--- config.mk ---
export PLATFORM = sky130hd
export DESIGN_NAME = freqdiv_multi
export DESIGN_NICKNAME = d
export VERILOG_FILES = /design/src/rtl/freqdiv_multi.sv
export SDC_FILE = /design/constraint.sdc
export NUM_CORES = 1
export LEC_CHECK = 0
export ABC_AREA = 1
export CORE_ASPECT_RATIO = 1.75
export CORE_MARGIN = 4
export CORE_UTILIZATION = 50
export DETAILED_ROUTE_END_ITERATION = 7
export GPL_TIMING_DRIVEN = 0
export PLACE_DENSITY = 0.69
export SLEW_MARGIN = 20
export SYNTH_ARGS = -nofsm -noshare
export SYNTH_HDL_FRONTEND = slang
export SYNTH_SLANG_ARGS = --single-unit
--- constraint.sdc ---
create_clock -name clk_in -period 3.4 [get_ports clk_in]
set_input_delay 0.51 -clock clk_in [delete_from_list [all_inputs] [get_ports clk_in]]
set_output_delay 0.51 -clock clk_in [all_outputs]
set_load 0.05 [all_outputs]
--- src/rtl/freqdiv_multi.sv ---
// rtl/freqdiv_multi.sv - NCH-channel programmable clock divider with glitch-free reloads
//
// Each channel divides clk_in by 2*active, producing a 50% duty square wave
// on clk_out[i] and a one-cycle strobe on tick[i] whenever clk_out[i] toggles.
// Divide values are staged in a shadow register while running and applied only
// at terminal count, so a half-period is never cut short or stretched.
//
// Optional feature macro: PHASE_SYNC_EN (adds the sync input that restarts all
// running channels from phase zero in the same cycle).
//
// Ports:
//   clk_in   in   1       board clock, rising edge
//   rst      in   1       asynchronous active-high reset
//   en       in   NCH     per-channel run enable
//   div_val  in   NCH*CW  divide values, channel i at [i*CW +: CW]
//   load     in   NCH     per-channel capture strobe for div_val
//   sync     in   1       (PHASE_SYNC_EN only) restart all running channels
//   clk_out  out  NCH     divided clocks
//   tick     out  NCH     toggle strobes
//   pend     out  NCH     shadow captured but not yet applied
module freqdiv_multi #(
    parameter int NCH         = 2,
    parameter int CW          = 16,
    parameter int DEFAULT_DIV = 100
) (
    input  logic              clk_in,
    input  logic              rst,
    input  logic [NCH-1:0]    en,
    input  logic [NCH*CW-1:0] div_val,
    input  logic [NCH-1:0]    load,
`ifdef PHASE_SYNC_EN
    input  logic              sync,
`endif
    output logic [NCH-1:0]    clk_out,
    output logic [NCH-1:0]    tick,
    output logic [NCH-1:0]    pend
);

    localparam logic [CW-1:0] DEF_DIV = CW'(DEFAULT_DIV);
    localparam logic [CW-1:0] ONE     = CW'(1);

    typedef enum logic {
        OFF = 1'b0,
        RUN = 1'b1
    } mode_t;

    logic [CW-1:0] cnt_q    [NCH];
    logic [CW-1:0] active_q [NCH];
    logic [CW-1:0] shadow_q [NCH];

    logic [CW-1:0] cnt_d    [NCH];
    logic [CW-1:0] active_d [NCH];
    logic [CW-1:0] shadow_d [NCH];
    logic [NCH-1:0] clk_d;
    logic [NCH-1:0] tick_d;
    logic [NCH-1:0] pend_d;
    mode_t          mode [NCH];

    always_ff @(posedge clk_in or posedge rst) begin
        if (rst) begin
            for (int i = 0; i < NCH; i++) begin
                cnt_q[i]    <= '0;
                active_q[i] <= DEF_DIV;
                shadow_q[i] <= DEF_DIV;
            end
            clk_out <= '0;
            tick    <= '0;
            pend    <= '0;
        end else begin
            for (int i = 0; i < NCH; i++) begin
                cnt_q[i]    <= cnt_d[i];
                active_q[i] <= active_d[i];
                shadow_q[i] <= shadow_d[i];
            end
            clk_out <= clk_d;
            tick    <= tick_d;
            pend    <= pend_d;
        end
    end

    always_comb begin
        logic [CW-1:0] dv;
        dv     = '0;
        clk_d  = clk_out;
        tick_d = '0;
        pend_d = pend;
        for (int i = 0; i < NCH; i++) begin
            cnt_d[i]    = cnt_q[i];
            active_d[i] = active_q[i];
            shadow_d[i] = shadow_q[i];
            mode[i]     = en[i] ? RUN : OFF;
            dv          = div_val[i*CW +: CW];

            case (mode[i])
                OFF: begin
                    cnt_d[i]  = '0;
                    clk_d[i]  = 1'b0;
                    tick_d[i] = 1'b0;
                    pend_d[i] = 1'b0;
                    // Nothing to keep in phase while stopped, so a staged
                    // value is simply committed and new loads go straight in.
                    if (load[i]) begin
                        active_d[i] = dv;
                        shadow_d[i] = dv;
                    end else if (pend[i]) begin
                        active_d[i] = shadow_q[i];
                    end
                end
                default: begin
`ifdef PHASE_SYNC_EN
                    if (sync) begin
                        cnt_d[i]  = '0;
                        clk_d[i]  = 1'b0;
                        tick_d[i] = 1'b0;
                        pend_d[i] = 1'b0;
                        if (load[i]) begin
                            active_d[i] = dv;
                            shadow_d[i] = dv;
                        end else if (pend[i]) begin
                            active_d[i] = shadow_q[i];
                        end
                    end else
`endif
                    if (active_q[i] == '0) begin
                        // Frozen: output holds; a load takes effect at once
                        // since there is no running half-period to protect.
                        cnt_d[i]  = '0;
                        tick_d[i] = 1'b0;
                        pend_d[i] = 1'b0;
                        if (load[i]) begin
                            active_d[i] = dv;
                            shadow_d[i] = dv;
                        end
                    end else if (cnt_q[i] == active_q[i] - ONE) begin
                        cnt_d[i]  = '0;
                        clk_d[i]  = ~clk_out[i];
                        tick_d[i] = 1'b1;
                        pend_d[i] = 1'b0;
                        if (load[i]) begin
                            active_d[i] = dv;
                            shadow_d[i] = dv;
                        end else if (pend[i]) begin
                            active_d[i] = shadow_q[i];
                        end
                    end else begin
                        cnt_d[i]  = cnt_q[i] + ONE;
                        tick_d[i] = 1'b0;
                        if (load[i]) begin
                            shadow_d[i] = dv;
                            pend_d[i]   = 1'b1;
                        end
                    end
                end
            endcase
        end
    end

endmodule

**After elaboration in Yosys (flattened, before gate mapping)**

Cells that the tools add are included.
Widths: inputs -> output; s select.

- Add/sub/neg operators: 4
- Multipliers: 0
- Divide/modulo/power cells: 0
- Order comparisons: 0
- Eq/ne operators: 12
- Shift operators: 0
- Multiplexer cells: 40
- Bitwise gates (word level): 2
- Reduce and logical (&&, ||, !) cells: 6

Operator list:

| kind | number |
|---|---|
| $mux 16 | 18 |
| $add 16x1->16 const B | 2 |
| $eq 16x16->1 | 2 |
| $logic_not 16->1 | 2 |
| $sub 16x1->16 const B | 2 |
| $mux 1 | 22 |
| $ne 4x2->1 const B | 2 |
| $reduce_and 2->1 | 4 |
| $ne 3x1->1 const B | 2 |
| $ne 3x3->1 const B | 2 |
| $ne 2x1->1 const B | 2 |
| $ne 2x2->1 const B | 2 |
| $not 1->1 | 2 |

- Flip-flop bits (word level): 102
- Bits in latches: 0
- Memory bits (writable): 0
- ROM bits: 0
- Input bits: 38
- Output and inout port bits: 6
- Word-level logic and storage cells: 75
- Memories kept: 0

**Longest topological paths before layout**

Gate-level depths: netlist of the first run.

- Depth after elaboration: 5
- Depth in mapped cells: 17
- Mapped depth without buffers: 16

**Least setup slack after synthesis of the first run**

OpenSTA, ideal clock, no wires.

- Path type: reg-to-reg
- Start: register active_q[0] (netlist name)
- End: register active_q[4] (netlist name)
- Setup time: 117 ps
- Arrival: 1925 ps
- Data required time: 3283 ps
- Path slack: 1358 ps
- Stages on the path, launching flop included: 13
- Buffers on the path: 2
- Clock period less this slack: 2042 ps
- Cells stage by stage: dfrtp_1 > inv_1 > ha_1 > nand3_2 > nor2_4 > nand3_2 > nor3_2 > nand2_1 > or2_0 > buf_4 > buf_2 > nand3_1 > nand2_1

- Longest elaborated chain between the ends: 4
- Elaborated cells between the ends (all ways): 8
- Those cells by class: add/sub: 1; eq/ne: 3; mux: 2; reduce/logical: 2

RTL lines:

| element | RTL line | source |
|---|---|---|
| start, declared | 48 | `logic [CW-1:0] active_q [NCH];` |
| start signal, assigned by index | 72 | `active_q[i] <= active_d[i];` |
| $sub 16x1->16 | 134 | `end else if (cnt_q[i] == active_q[i] - ONE) begin` |
| $eq 16x16->1 | 134 |  |
| $ne 3x1->1 (no line) | - |  |
| $reduce_and 2->1 (no line) | - |  |

Parallel ways exist; a longest one is shown, timed or not.
A chain may end at the register's enable or synchronous reset.

==> summary.txt, run 1 <==
CP startpoint kind - flip-flop
Layout Skew - 0.0107 ns
clk sink count - 102
unrepaired setup endpoints after global routing - false
final worst path period share - 74.3%
worst-margin pin slew - 0.648 ns
fraction of layout cells with a size suffix above 1 - 6.73%
vias in the first global route - 6376
PostCTS Resize Cnt - 0
Starting Density - 50.9%
top-count cell post-synth - nand2_1
Post-route DRC - 0
status - completed
routed wire length - 17.6 mm
Avg Cell Area, Syn - 6.83 um2
area occupied by multi-input gates - 3570 um2
register area - 2570 um2
# H-tree levels - 3
count of state elements after synthesis - 102
Final Hold Viols - 0
clk slew on worst S/H paths - 0.07 ns
ANT nets after route - 0
via count - 6287
final core occ - 57.9%
Congestion Overflow GR - 0
fmax - 0.396 GHz
CP Max Fanout - 10
Slew Limit Fails - 0
syn nets - 1039
PD cells - 417 nW/um2
Syn Std Cell Area - 6810 um2
synth unique cells - 37
Final WS setup - 0.875 ns
GRT Util Overall - 24.2%
Cells after DPL - 1213
WS Path Type - reg -> reg
synth top area cells - dfrtp_1 33%, nand2_1 17%, o21ai_0 6.8%, inv_1 6.6%, nor2_1 5.2%
DP Worst Slack - 0.858 ns
Worst Hold Class - reg -> reg
Post-synth top cells - 305 x nand2_1, 119 x inv_1, 95 x nor2_1, 92 x o21ai_0, 90 x dfrtp_1
VDD IR-drop max - 0.290 mV
leakage power - 0.00384 uW
Min Clock Period, post-route - 2.53 ns
Post-synth EDFFs - 0
Iter 0 DRT Violations - 223
Max Cap Viol - 0
fillers - 1310
Final HPWL DP - 14.0 mm
CTS root buf - clkbuf_16
Die Width - 96.2 um
Post-Layout Cell Count - 1229
Hold Buf Count CTS - 0
Layout area overhead - 13.9%
Setup crit end kind - flip-flop
Max-Slew Margin vs Limit - 56.6%
Placed Instance Area - 7480 um2
Synth warnings - 0
largest net degree at the start of global routing - 54
asr flop ratio synth - 100%
WL/cell - 14.3 um
io pins - 44
Seq/Total Area, Yosys - 37.7%
Critical Path Most Common Cell - nand2_1
first-pass GRT wire length - 29.5 mm
Crit path largest cell delay - 0.44 ns
Die Span Y - 162 um
antenna diode count - 0
RD Place Congestion - 0.957
dominant synthesized flop cell - dfrtp_1
drt pass-1 iters - 5
Vias/cell - 5.12
clock latency on the worst-skew pair - 0.35 ns
Cells after Synth - 996
post-layout net count - 1093
Crit path required time - 3.62 ns
slowest stage cell, crit path - dfrtp_1
final setup vio count - 0
initial antenna violation count - 0
CTS tree - done
die area - 15600 um2
Max clock buf depth - 2
arrival time worst endpoint - 2.74 ns
cell row count - 56
Setup Fix Bufs, Post-CTS - 0
CTS Buf Count - 9
CP cell instances - inv_1 -> ha_1 -> nand3_2 -> nor2_4 -> nand3_2 -> nand2_1 -> nand2_1 -> nor2_1 -> nand2_1 -> nor2_2 -> nand2_2 -> nand2_4 -> buf_2 -> nor3_1
core area - 13400 um2
PortBufs - 42
Yosys top cell by area - dfrtp_1
share of the synthesized area in the top cell type - 33.1%
final non-filler cell area - 7750 um2
[where the power goes]
| part | switching, uW | internal (uW) | leakage (uW) |
|---|---|---|---|
| clock | 483 | 518 | 0.000135 |
| sequential | 108 | 1320 | 0.00128 |
| combinational | 494 | 312 | 0.00242 |
[per-layer routing]
metal  vias up  track usage, %  wire (um)
met5         -               0          0
met4         0            13.7        842
li1       3273               -          -
met1      2824            23.2       6130
met2       135            47.3      10200
met3        55            2.54        437
[registers in the layout (all words and copies together), names as in the netlist]
register and flops:
active_q 32, clk_out 2, cnt_q 32, pend 2, shadow_q 32, tick 2
[per-stage QoR]
stage | setup TNS [ns] | hold slack (ns) | total power [uW]
finish | 0 | 0.470 | 3230
global route | 0 | 0.485 | 3440
global placement | -140.80 | 0.451 | 2230
floorplan | 0 | 0.442 | 2020
CTS | 0 | 0.473 | 3260
detailed placement | 0 | 0.461 | 2260
[cells by family (layout without fill, tap and decap cells)]
group                      Yosys count  in the layout  synth area share (%)
AOI/OAI and AO/OA                  146            146                  11.2
xor gates and xnor gates            44             44                  5.66
adders and majority gates            5              5                 0.919
buffers and inverters              160            219                  9.78
DFF                                102            102                  37.7
and+or+nand+nor                    539            539                  34.7
[cell usage in the layout (no fill, tap or decap), types with 2 or more instances in the layout]
cell type / netlist / final
nor2_1: 95 / 95
o21ai_0: 92 / 92
nor3_1: 16 / 16
a21oi_1: 41 / 41
dfrtp_1: 90 / 90
nand2_4: 3 / 3
and3_1: 2 / 2
inv_2: 3 / 3
buf_2: 4 / 4
xnor2_1: 22 / 22
xor2_1: 22 / 22
nand2_1: 305 / 305
nor4_1: 3 / 3
clkdlybuf4s50_1: 0 / 42
inv_1: 119 / 118
o211ai_1: 8 / 8
nand4_1: 9 / 9
buf_4: 4 / 4
nand3_2: 2 / 2
nor2_4: 5 / 5
clkbuf_16: 0 / 9
nand3b_1: 15 / 15
nand3_1: 63 / 63
nor3b_1: 5 / 5
nor2_2: 9 / 9
clkinv_4: 0 / 2
nand2_2: 3 / 3
buf_6: 6 / 6
clkbuf_1: 23 / 24
dfstp_2: 12 / 12
clkinv_2: 0 / 2
ha_1: 5 / 5
a31oi_1: 2 / 2
[final timing paths]
path	slack [ns]	from	end	cells after the start
max	0.87	active_q[0]$_DFFE_PP0P_	cnt_q[6]$_DFF_PP0_	14
min	0.47	shadow_q[18]$_DFFE_PP1P_	shadow_q[18]$_DFFE_PP1P_	2
max reg2reg	0.87	active_q[0]$_DFFE_PP0P_	cnt_q[6]$_DFF_PP0_	14
min reg2reg	0.47	shadow_q[18]$_DFFE_PP1P_	shadow_q[18]$_DFFE_PP1P_	2
max in group asynchronous	2.13	rst	active_q[22]$_DFFE_PP1P_	3
min in group asynchronous	0.59	rst	active_q[19]$_DFFE_PP0P_	2
[critical path, delay by kind of cell, from the launching register on]
kind	cells	cell delay [ns]
fa+ha+maj	1	0.23
buf+inv	2	0.42
flops	1	0.44
simple gates	11	1.30
[layout make-up]
cell class / count / share of cell area (%)
Tap cell: 174 / 2.81
Inverter: 122 / 5.97
Multi-Input combinational cell: 734 / 46.1
Clock buffer: 11 / 3.13
Buffer: 38 / 2.68
Timing Repair Buffer: 43 / 5.78
Clock inverter: 5 / 0.452
Sequential cell: 102 / 33.1
(Power assumes the default switching activity.)
==> run 2: changes to the inputs <==
==> constraint.sdc (replaced) <==
create_clock -name clk_in -period 2.5 [get_ports clk_in]
set_input_delay 0.375 -clock clk_in [delete_from_list [all_inputs] [get_ports clk_in]]
set_output_delay 0.375 -clock clk_in [all_outputs]
set_load 0.05 [all_outputs]
==> run 2 against run 1 <==
Compared with the run above:
- design area up 2.4%
- via count up 1.1%
- critical path depth up 2
- power up 42%
- sequential share of layout area down 0.72 points
- critical path type unchanged
==> summary.txt, run 2 (synthesis gave the netlist of run 1 again) <==
Max-Slew Margin vs Limit - 56.5%
status - completed
post-layout net count - 1099
initial antenna violation count - 0
Hold WS - 0.326 ns
WL/cell - 14.5 um
first-pass GRT wire length - 29.4 mm
Max clock buf depth - 2
Vias/cell - 5.15
fmax - 0.434 GHz
fraction of layout cells with a size suffix above 1 - 8.67%
Starting Density - 50.9%
routed wire length - 17.9 mm
via count - 6355
CP Max Fanout - 10
cells on worst reg2reg path - 16
Layout Skew - 0.0112 ns
Clock power frac - 32.7%
WS Path Type - reg -> reg
largest net degree at the start of global routing - 33
Hold Buf Count CTS - 0
Critical Path Most Common Cell - nand2_1
worst-margin pin slew - 0.650 ns
CTS root buf - clkbuf_16
fillers - 1269
PortBufs - 42
Crit path required time - 2.74 ns
Congestion Overflow GR - 0
cell row count - 56
final setup vio count - 0
Min Clock Period, post-route - 2.31 ns
Worst Hold Class - in -> async
io pins - 44
commonest non-fill, non-tap cells in the layout - 304 x nand2_1, 116 x inv_1, 92 x o21ai_0
CTS tree - done
Layout area overhead - 16.7%
Sw Share - 32.8%
antenna diode count - 0
Die Width - 96.2 um
Power Total - 4600 uW
Comb pwr share - 25.0%
area occupied by multi-input gates - 3650 um2
RD Place Congestion - 0.951
DP Worst Slack - -0.0375 ns
internal power - 3090 uW
Final WS setup - 0.194 ns
clock latency on the worst-skew pair - 0.35 ns
Max Cap Viol - 0
Die Span Y - 162 um
Seq pwr share - 42.4%
leakage power - 0.00389 uW
VDD IR-drop max - 0.315 mV
final worst path period share - 92.2%
ANT nets after route - 0
Iter 0 DRT Violations - 198
core area - 13400 um2
P_sw - 1510 uW
Slew Limit Fails - 0
Final HPWL DP - 14.0 mm
commonest non-fill, non-tap cell in the layout - nand2_1
Final Hold Viols - 0
arrival time worst endpoint - 2.54 ns
buffers and inverters on the worst path - 2
register area - 2570 um2
# H-tree levels - 3
Setup crit end kind - flip-flop
PD cells - 579 nW/um2
clk sink count - 102
Worst path top cell family by delay - simple AND/OR/NAND/NOR gates
drt pass-1 iters - 6
GRT Util Overall - 24.3%
clk slew on worst S/H paths - 0.07 ns
Post-route DRC - 0
Largest regs - active_q x32, cnt_q x32, shadow_q x32
CP cell instances - inv_2 -> ha_4 -> nand3_4 -> nor2_4 -> nand3_4 -> nand2_1 -> nand2_1 -> nor2_1 -> nand2_1 -> nor2_2 -> nand2_2 -> nand2_4 -> nand2_8 -> buf_6 -> nand2_1 -> nand2_1
die area - 15600 um2
slowest stage cell, crit path - dfrtp_2
CP startpoint kind - flip-flop
Crit path largest cell delay - 0.45 ns
WP depth - 16
CTS Buf Count - 9
vias in the first global route - 6325
[run 2: changes by cell type in the layout (fill, tap and decap cells not counted), sizes merged]
cell | previous run | this run
buf | 16 | 22
clkinv | 4 | 1
clkinvlp | 1 | 2
inv | 122 | 123
bufinv | 0 | 1
[run 2: layout make-up]
class	instances	area share, %
tap	174	2.74
clock inverter	5	0.804
clock buffer	11	3.18
timing repair buffer	49	6.43
inverter	122	5.81
buffer	38	2.73
multi-input combinational	734	45.9
sequential	102	32.4
[run 2: power by group through the flow]
stage	sequential [uW]	combinational (uW)	clock, uW
floorplan	1950	796	0
global placement	1970	1070	0
detailed placement	1970	1100	0
CTS	1940	1110	1540
global route	1970	1310	1600
finish	1950	1150	1500
[run 2: repair_timing]
item	in CTS	in global routing
buffers inserted	0	4
setup endpoints to repair	30	62
hold endpoints to repair	0	0
pin swaps	0	2
resized for setup	3	19
[run 2: routing by layer]
layer	up-vias	part of all wire [%]	global-route usage, %	wire length (um)
li1	3285	-	-	-
met5	-	0	0	0
met3	63	2.7	2.45	474
met1	2856	34	23.0	6140
met2	151	57	46.8	10200
met4	0	5.9	15.7	1050
[run 2: worst reg2reg max path, delay by kind of cell (launching register included)]
kind | cells | cell delay [ns]
fa+ha+maj | 1 | 0.17
buf+inv | 2 | 0.25
flops | 1 | 0.45
simple gates | 13 | 1.33
[run 2: path summary, 6_finish.rpt]
| path | start | slack (ns) | endpoint |
|---|---|---|---|
| setup / recovery | active_q[0]$_DFFE_PP0P_ | 0.19 | active_q[9]$_DFFE_PP0P_ |
| hold / removal | rst | 0.33 | cnt_q[15]$_DFF_PP0_ |
| setup reg to reg | active_q[0]$_DFFE_PP0P_ | 0.19 | active_q[9]$_DFFE_PP0P_ |
| hold reg to reg | shadow_q[18]$_DFFE_PP1P_ | 0.47 | shadow_q[18]$_DFFE_PP1P_ |
| max in group asynchronous | rst | 1.64 | active_q[6]$_DFFE_PP1P_ |
| min in group clk_in | shadow_q[18]$_DFFE_PP1P_ | 0.47 | shadow_q[18]$_DFFE_PP1P_ |
[run 2: metrics by stage]
step                utilization [%]  std cells  setup TNS, ns  cell area [um2]
floorplan                         -        996              0             6810
global placement               55.7       1212         -19.59             7450
detailed placement             56.1       1215         -0.148             7510
CTS                            58.5       1231              0             7830
global route                   59.3       1235        -0.0382             7940
finish                         59.3       1235              0             7940
